==> src/rtl/ping_scheduler.sv <==
// Ping scheduler: walks the slot table one ping per slot, driving the transmit
// pulse generator and opening a receive listen window after each burst.
module ping_scheduler #(
    parameter int N_SLOTS      = 4,
    parameter int HALF_PERIOD  = 9,
    parameter int SYNC_TIMEOUT = 4
) (
    input  logic                       clk,
    input  logic                       rstn,
    input  logic                       cfg_we,
    input  logic [$clog2(N_SLOTS)-1:0] cfg_addr,
    input  logic [15:0]                cfg_pattern,
    input  logic [15:0]                cfg_mask,
    input  logic [15:0]                cfg_pulse_len,
    input  logic [31:0]                cfg_listen,
    input  logic [$clog2(N_SLOTS):0]   n_active,
    input  logic                       run,
    input  logic                       continuous,
    input  logic                       gen_frame_sync,
    output logic                       gen_enable,
    output logic [15:0]                gen_pattern,
    output logic [15:0]                gen_mask,
    output logic [15:0]                gen_pulse_len,
    output logic [31:0]                gen_tx_period,
    output logic [$clog2(N_SLOTS)-1:0] slot_idx,
    output logic                       rx_window,
    output logic                       ping_start,
    output logic                       sweep_done,
    output logic                       busy,
    output logic                       sync_err
);

    localparam int AW = $clog2(N_SLOTS);
    localparam int NW = AW + 1;
    localparam int SW = $clog2(SYNC_TIMEOUT + 1);
    localparam logic [31:0] BURST_PER_LEN = 32'(32 * HALF_PERIOD);

    typedef enum logic [2:0] {
        S_IDLE, S_ARM, S_WAIT_SYNC, S_TX, S_LISTEN, S_NEXT
    } state_t;

    state_t r_state;
    state_t w_state_next;

    logic [15:0] r_tab_pat [N_SLOTS];
    logic [15:0] r_tab_msk [N_SLOTS];
    logic [15:0] r_tab_pl  [N_SLOTS];
    logic [31:0] r_tab_lis [N_SLOTS];

    logic [AW-1:0] r_slot_idx;
    logic [15:0]   r_gen_pattern;
    logic [15:0]   r_gen_mask;
    logic [15:0]   r_gen_pulse_len;
    logic [31:0]   r_burst;
    logic [31:0]   r_listen;
    logic [31:0]   r_cnt;
    logic [SW-1:0] r_sync_cnt;
    logic          r_sync_err;
    logic          r_ping_start;

    logic [15:0]   w_rd_pl;
    logic [15:0]   w_pl_eff;
    logic [NW-1:0] w_n_eff;
    logic          w_last;
    logic          w_start;
    logic          w_sync_expired;

    // Slot table: writable at any time, cleared by reset.
    always_ff @(posedge clk) begin
        if (!rstn) begin
            for (int i = 0; i < N_SLOTS; i++) begin
                r_tab_pat[i] <= '0;
                r_tab_msk[i] <= '0;
                r_tab_pl[i]  <= '0;
                r_tab_lis[i] <= '0;
            end
        end else if (cfg_we) begin
            r_tab_pat[cfg_addr] <= cfg_pattern;
            r_tab_msk[cfg_addr] <= cfg_mask;
            r_tab_pl[cfg_addr]  <= cfg_pulse_len;
            r_tab_lis[cfg_addr] <= cfg_listen;
        end
    end

    assign w_rd_pl  = r_tab_pl[r_slot_idx];
    assign w_pl_eff = (w_rd_pl == 16'd0) ? 16'd1 : w_rd_pl;
    assign w_n_eff  = (n_active > NW'(N_SLOTS)) ? NW'(N_SLOTS) : n_active;
    // ">=" rather than "==" so a shrunk n_active mid-sweep still wraps cleanly.
    assign w_last   = ({1'b0, r_slot_idx} + NW'(1)) >= w_n_eff;
    assign w_start  = run && (n_active != '0) && !r_sync_err;
    assign w_sync_expired = r_sync_cnt >= SW'(SYNC_TIMEOUT - 1);

    always_ff @(posedge clk) begin
        if (!rstn) begin
            r_state <= S_IDLE;
        end else begin
            r_state <= w_state_next;
        end
    end

    always_comb begin
        w_state_next = r_state;
        case (r_state)
            S_IDLE:      if (w_start) w_state_next = S_ARM;
            S_ARM:       w_state_next = S_WAIT_SYNC;
            S_WAIT_SYNC: begin
                if (gen_frame_sync)      w_state_next = S_TX;
                else if (w_sync_expired) w_state_next = S_IDLE;
            end
            S_TX:        if (r_cnt == 32'd0) w_state_next = S_LISTEN;
            S_LISTEN:    if (r_cnt <= 32'd1) w_state_next = S_NEXT;
            S_NEXT: begin
                if (w_last) w_state_next = (continuous && run) ? S_ARM : S_IDLE;
                else        w_state_next = run ? S_ARM : S_IDLE;
            end
            default:     w_state_next = S_IDLE;
        endcase
    end

    always_comb begin
        gen_enable = (r_state == S_WAIT_SYNC) || (r_state == S_TX);
        rx_window  = (r_state == S_LISTEN) && (r_cnt != 32'd0);
        sweep_done = (r_state == S_NEXT) && w_last;
        busy       = (r_state != S_IDLE);
    end

    // Datapath. TX counter is loaded with burst-1 so the burst lasts exactly
    // burst_cycles; listen counts down to 1 so rx_window spans cfg_listen cycles.
    always_ff @(posedge clk) begin
        if (!rstn) begin
            r_slot_idx      <= '0;
            r_gen_pattern   <= '0;
            r_gen_mask      <= '0;
            r_gen_pulse_len <= '0;
            r_burst         <= '0;
            r_listen        <= '0;
            r_cnt           <= '0;
            r_sync_cnt      <= '0;
            r_sync_err      <= 1'b0;
            r_ping_start    <= 1'b0;
        end else begin
            r_ping_start <= 1'b0;
            case (r_state)
                S_IDLE: if (w_start) r_slot_idx <= '0;
                S_ARM: begin
                    r_gen_pattern   <= r_tab_pat[r_slot_idx];
                    r_gen_mask      <= r_tab_msk[r_slot_idx];
                    r_gen_pulse_len <= w_rd_pl;
                    r_listen        <= r_tab_lis[r_slot_idx];
                    r_burst         <= 32'(w_pl_eff) * BURST_PER_LEN;
                    r_sync_cnt      <= '0;
                end
                S_WAIT_SYNC: begin
                    if (gen_frame_sync) begin
                        r_ping_start <= 1'b1;
                        r_cnt        <= r_burst - 32'd1;
                    end else if (w_sync_expired) begin
                        r_sync_err <= 1'b1;
                    end else begin
                        r_sync_cnt <= r_sync_cnt + SW'(1);
                    end
                end
                S_TX: begin
                    if (r_cnt == 32'd0) r_cnt <= r_listen;
                    else                r_cnt <= r_cnt - 32'd1;
                end
                S_LISTEN: if (r_cnt != 32'd0) r_cnt <= r_cnt - 32'd1;
                S_NEXT:   r_slot_idx <= w_last ? '0 : r_slot_idx + AW'(1);
                default: ;
            endcase
        end
    end

    assign gen_pattern   = r_gen_pattern;
    assign gen_mask      = r_gen_mask;
    assign gen_pulse_len = r_gen_pulse_len;
    assign gen_tx_period = 32'hFFFF_FFFE;
    assign slot_idx      = r_slot_idx;
    assign ping_start    = r_ping_start;
    assign sync_err      = r_sync_err;

endmodule

==> config.mk <==
export PLATFORM = sky130hd
export DESIGN_NAME = ping_scheduler
export DESIGN_NICKNAME = d
export VERILOG_FILES = /design/src/rtl/ping_scheduler.sv
export SDC_FILE = /design/constraint.sdc
export NUM_CORES = 1
export LEC_CHECK = 0
export ABC_AREA = 1
export CAP_MARGIN = 20
export CORE_AREA = 2 2 191 193
export CTS_BUF_LIST = sky130_fd_sc_hd__clkbuf_4
export CTS_CLUSTER_DIAMETER = 100
export DETAILED_ROUTE_END_ITERATION = 8
export DIE_AREA = 0 0 193 195
export PLACE_DENSITY = 0.86
export SLEW_MARGIN = 20
export SYNTH_ARGS = -nofsm -noshare
export SYNTH_HDL_FRONTEND = slang
export SYNTH_SLANG_ARGS = --single-unit
==> constraint.sdc <==
create_clock -name clk -period 6.94 [get_ports clk]
set_input_delay 0.694 -clock clk [delete_from_list [all_inputs] [get_ports clk]]
set_output_delay 0.694 -clock clk [all_outputs]
set_load 0.005 [all_outputs]
Yosys cells after proc, flatten, opt, wreduce, memory -nomap -nowiden

Memories as Yosys holds them, arrays and structs flattened. A register that Yosys moved wholly into a read port is not among the register bits.
Cells that the tools add are included.

Flip-flop bits (word level): 78
Bits in writable memories: 320
Input bits: 91
Output and inout port bits: 88
Word-level logic and storage cells: 105
Memories kept: 4

Memories:

| memory    | depth | width | read ports | clocked after memory_dff | wr ports | RTL line | source |
|---|---|---|---|---|---|---|---|
| r_tab_lis | 4     | 32    | 1          | 1                        | 4        | 48       | `logic [31:0] r_tab_lis [N_SLOTS];` |
| r_tab_msk | 4     | 16    | 1          | 1                        | 4        | 46       | `logic [15:0] r_tab_msk [N_SLOTS];` |
| r_tab_pat | 4     | 16    | 1          | 1                        | 4        | 45       | `logic [15:0] r_tab_pat [N_SLOTS];` |
| r_tab_pl  | 4     | 16    | 1          | 1                        | 4        | 47       | `logic [15:0] r_tab_pl [N_SLOTS];` |

Add/subtract/negate cells: 5
Multipliers: 1
$lt $le $gt $ge: 4
Equality and inequality tests: 13
Mux-type cells: 40
Bitwise operators: 1
Reduce and logical (&&, ||, !) cells: 29

Operators with widths:

| kind                  | number |
|---|---|
| $mux 32               | 4 |
| $pmux 32 s3           | 1 |
| $mux 16               | 4 |
| $reduce_or 16->1      | 3 |
| $le 32x1->1 const B   | 1 |
| $logic_not 32->1      | 1 |
| $reduce_bool 32->1    | 1 |
| $reduce_or 32->1      | 1 |
| $sub 32x1->32 const B | 1 |
| $sub 25x1->26 const B | 1 |
| $mux 3                | 8 |
| $mul 16x4->20 const B | 1 |
| $pmux 3 s6            | 1 |
| $logic_not 16->1      | 1 |
| $mux 2                | 8 |
| $mux 1                | 12 |
| $ne 2x2->1 const B    | 5 |
| $reduce_and 3->1      | 3 |
| $reduce_bool 3->1     | 3 |
| $eq 3x2->1 const B    | 2 |
| $eq 3x3->1 const B    | 2 |
| $pmux 3 s2            | 1 |
| $logic_and 1x1->1     | 5 |
| $logic_not 1->1       | 4 |
| 16 further kinds      | 19 |

Depth between registers and ports, before layout

Depth in word-level cells: 7
Mapped depth: 21

Worst setup path after synthesis

No wires, ideal clock.

Path type: input-to-reg
Start point: in rstn
End point: mem r_tab_lis[2][0], enable pin
Arrival time: 2920 ps
Data required time: 6147 ps
Path slack: 3227 ps
Cell stages on the path: 6
Buffers on the path: 2
Cell sequence: clkbuf_1 -> nand2_1 -> nor2_1 -> nand2_1 -> clkbuf_1 -> nand2_1

RTL lines:

| element            | RTL line | source |
|---|---|---|
| start: declaration | 9        | `input logic rstn,` |
| end: declaration   | 48       |  |

==> results by group <==
Worst setup path
  • CP peak stage delay: approximately 0.78 ns
  • Reg2Reg Capture Point: r_burst[23]$_SDFFE_PN0P_
  • Worst Path Required: 7.70 ns
  • Arr. time, crit path: around 4.9 ns
  • R2r setup slk: about 2.8 ns
  • Critical-path top delay cell: clkinv_1
  • Critical setup path kind: reg2reg
  • Element type at the critical path end: flop
  • Most frequent cell on the critical path: nand2_1
  • Worst Path Max Fanout: 38
  • Worst setup SP type: flop
  • Reg2reg path depth: 20
  • Crit path to: r_burst[23]$_SDFFE_PN0P_
  • Critical-path cell list: clkinv_1 > nand2_1 > nand3_1 > nand2_1 > nand2_1 > nor3_1 > nand2_1 > o21ai_0 > ha_1 > ha_1 > fa_1 > nand3_1 > nand2_1 > nand3_1 > nand3_1 > nand2_1 > nand2_1 > nand3_1 > nand2_1 > nor2_1

Clock network
  • Clock root cell: clkbuf_4
  • Number of CTS-inserted buffers: 114
  • CTS tree: built
  • Post-CTS setup buffer count: 0
  • Cts hold-fix bufs: 0
  • Worst-Skew Late Latency: around 0.88 ns
  • CTS clk-pin slew, worst paths: roughly 0.07 ns
  • Clock Sinks: 464
  • Max Buffers Root-to-Sink: 3
  • H-tree depth: 3
  • CTS resizes: 0

Hold path
  • Worst Hold Class: reg2reg

STA
  • Max-slew headroom: 0.262
  • Clock Skew: 0.0432 ns
  • Hold Fails Final Rpt: 0
  • Final setup violation count: 0
  • Final Max Tran Viols: 0
  • Final period demand of the worst path: around 4.2 ns
  • Fin Setup TNS: 0 ns
  • Tightest Pin Transition: between 1 and 1.5 ns
  • RSZ-0062 raised after global routing: false
  • Tcrit/Tclk final: 0.598
  • Fmax: 241 MHz

Logic synthesis
  • Area share of the largest cell type after synthesis: 0.428
  • Number of flops mapped to enable cells by yosys: 320
  • Ys async rst share: 0
  • FF+latch count, synth: between 400 and 500
  • Top_reg_cell synth: edfxtp_1
  • Synth Instances: about 2,600
  • Count leader, synth: nor2_1
  • Ys Warns: 0
  • Cell area after synthesis: 22,400 um2
  • Sequential fraction of the synthesis area: 0.557
  • Dominant cells by area after synthesis: edfxtp_1 43%, dfxtp_1 13%, nor2_1 11%
  • Largest area contributor in the netlist: edfxtp_1
  • Top post-synthesis cells by count: 655 x nor2_1, 372 x nand2_1, 320 x edfxtp_1
  • Avg Inst Size Synth: 8.65 um2
  • Netlist cell types: 42

Flow run
  • Maxcap violations: 0

Layout
  • Area Overhead vs Synth: 13.5%
  • Nets: ~2,900
  • Share of layout cells above drive strength 1: 0.0816
  • Final core occ: 0.719

Power and ir drop
  • Pwr per Cell Area: about 380 nW/um2
  • P_leak: around 0.011 uW
  • Worst vdd ir: 0.248 mV

GRT
  • Largest net degree at the start of global routing: 97
  • First-pass GRT wire length: approximately 95 mm
  • Total Routing Usage GR: 0.322
  • Antenna violations before repair: 1
  • Number of global-route vias before repair: about 19,000
  • Gr ovfl total: 0

Floorplanning
  • Std-Cell Rows: just under 70
  • Die Y-Extent: about 200 um
  • Die Span X: between 150 and 200 um
  • Initial Util: 0.634
  • Io pins: about 180
  • Die area: ~38,000 um2
  • Core area: between 30,000 and 40,000 um2

Outcome
  • Status: complete, no violations

Placement
  • GP Congestion: 0.944
  • IO buf count: roughly 150
  • HPWL after DPL: about 37 mm

Route
  • TritonRoute pass-1 iters: 6
  • Routed WL: ~60 mm
  • # DRC: 0
  • Vias/cell: around 5.7
  • DRT iter0 DRCs: 1,754
  • Wirelength per Cell: 18.1 um
  • Via count: 18,700
  • ANT nets after route: 0
-- cells in the final DEF (no fill, tap or decap), drive strengths merged, types with 2 or more instances in the layout --
| cell type | n |
|---|---|
| ha | 29 |
| edfxtp | 320 |
| dfxtp | 144 |
| clkdlybuf4s50 | 145 |
| o221ai | 48 |
| nand2 | 382 |
| conb | 32 |
| a31oi | 2 |
| mux2i | 48 |
| clkbuf | 162 |
| nor3 | 7 |
| nand3 | 118 |
| xnor2 | 4 |
| o21ai | 196 |
| o21bai | 4 |
| nor2 | 663 |
| a21oi | 90 |
| o32ai | 16 |
| nand4 | 15 |
| nand3b | 3 |
| inv | 305 |
| nor4 | 3 |
| xor2 | 27 |
| buf | 19 |
| clkinv | 52 |
-- worst min-delay path by stage --
stage / from / to / slack [ns] / cells past startpoint
after floorplan: gen_pulse_len[1]$_SDFFE_PN0P_ / gen_pulse_len[1]$_SDFFE_PN0P_ / 0.44 / 2
after global placement: gen_pulse_len[1]$_SDFFE_PN0P_ / gen_pulse_len[1]$_SDFFE_PN0P_ / 0.44 / 2
after detailed placement: gen_pulse_len[1]$_SDFFE_PN0P_ / gen_pulse_len[1]$_SDFFE_PN0P_ / 0.44 / 2
after CTS: rstn / gen_pattern[9]$_SDFFE_PN0P_ / 0.41 / 3
after global routing: rstn / gen_pattern[9]$_SDFFE_PN0P_ / 0.43 / 3
final: gen_pulse_len[1]$_SDFFE_PN0P_ / gen_pulse_len[1]$_SDFFE_PN0P_ / 0.45 / 2
-- state kept, by name, indices dropped and copies added (netlist names), 20 cells and up, named ones only --
signal	count
r_cnt	32
r_tab_pl	64
r_tab_msk	64
r_listen	32
r_burst	20
r_tab_lis	128
r_tab_pat	64
-- final cells by class --
type	count	area [um2]
fillers	2651	9940
repair buffers	164	1590
multi-input cells	1694	8170
inverters	308	1160
diodes	1	2.50
clock inverters	50	239
flip-flops and latches	464	12500
well taps	461	577
clock buffers	162	1220
-- power by group --
| group | internal, uW | total [uW] | leakage (uW) | switching (uW) |
|---|---|---|---|---|
| sequential | 3430 | 3760 | 0.00429 | 337 |
| combinational | 1190 | 3550 | 0.00601 | 2360 |
| clock | 1120 | 2260 | 0.000869 | 1140 |
-- metal layers --
layer / up-vias / track usage / wire [um]
li1: 8826 / - / -
met1: 8709 / 0.427 / 23600
met2: 1072 / 0.519 / 28500
met3: 133 / 0.0687 / 6250
met4: 0 / 0.129 / 1420
met5: - / 0 / 0
-- cell families (layout without fill, tap and decap cells) --
group	Yosys count	after routing	share of synthesized area
mux	48	48	0.0214
compound gates	361	361	0.0925
simple gates	1192	1192	0.214
buf+inv	466	684	0.0858
other cells	2	33	0.000335
fa+ha+maj	30	30	0.0171
xor+xnor	31	31	0.0121
flops	464	464	0.557
-- per-stage QoR --
| step | hold WS (ns) | worst slack (ns) | total power (uW) | std cells | area, um2 |
|---|---|---|---|---|---|
| 3_5_place_dp | 0.439 | 2.30 | 7270 | 3091 | 24000 |
| 5_1_grt | 0.430 | 2.31 | 10200 | 3304 | 25500 |
| 6_report | 0.450 | 2.79 | 9570 | 3304 | 25500 |
| 4_1_cts | 0.408 | 2.27 | 9520 | 3303 | 25500 |
| 3_3_place_gp | 0.439 | 2.51 | 7170 | 3091 | 24000 |
| 2_1_floorplan | 0.439 | 3.23 | 6140 | 2624 | 22500 |
-- critical path, delay by kind of cell (launching register included) --
kind | cells | cell delay [ns]
AO/OA/AOI/OAI | 1 | 0.17
adder cells (fa/ha/maj) | 3 | 0.67
buffers and inverters | 1 | 0.78
flip-flops | 1 | 0.73
AND/OR/NAND/NOR | 15 | 1.71
Note: power is estimated with default switching activity, not from simulation.
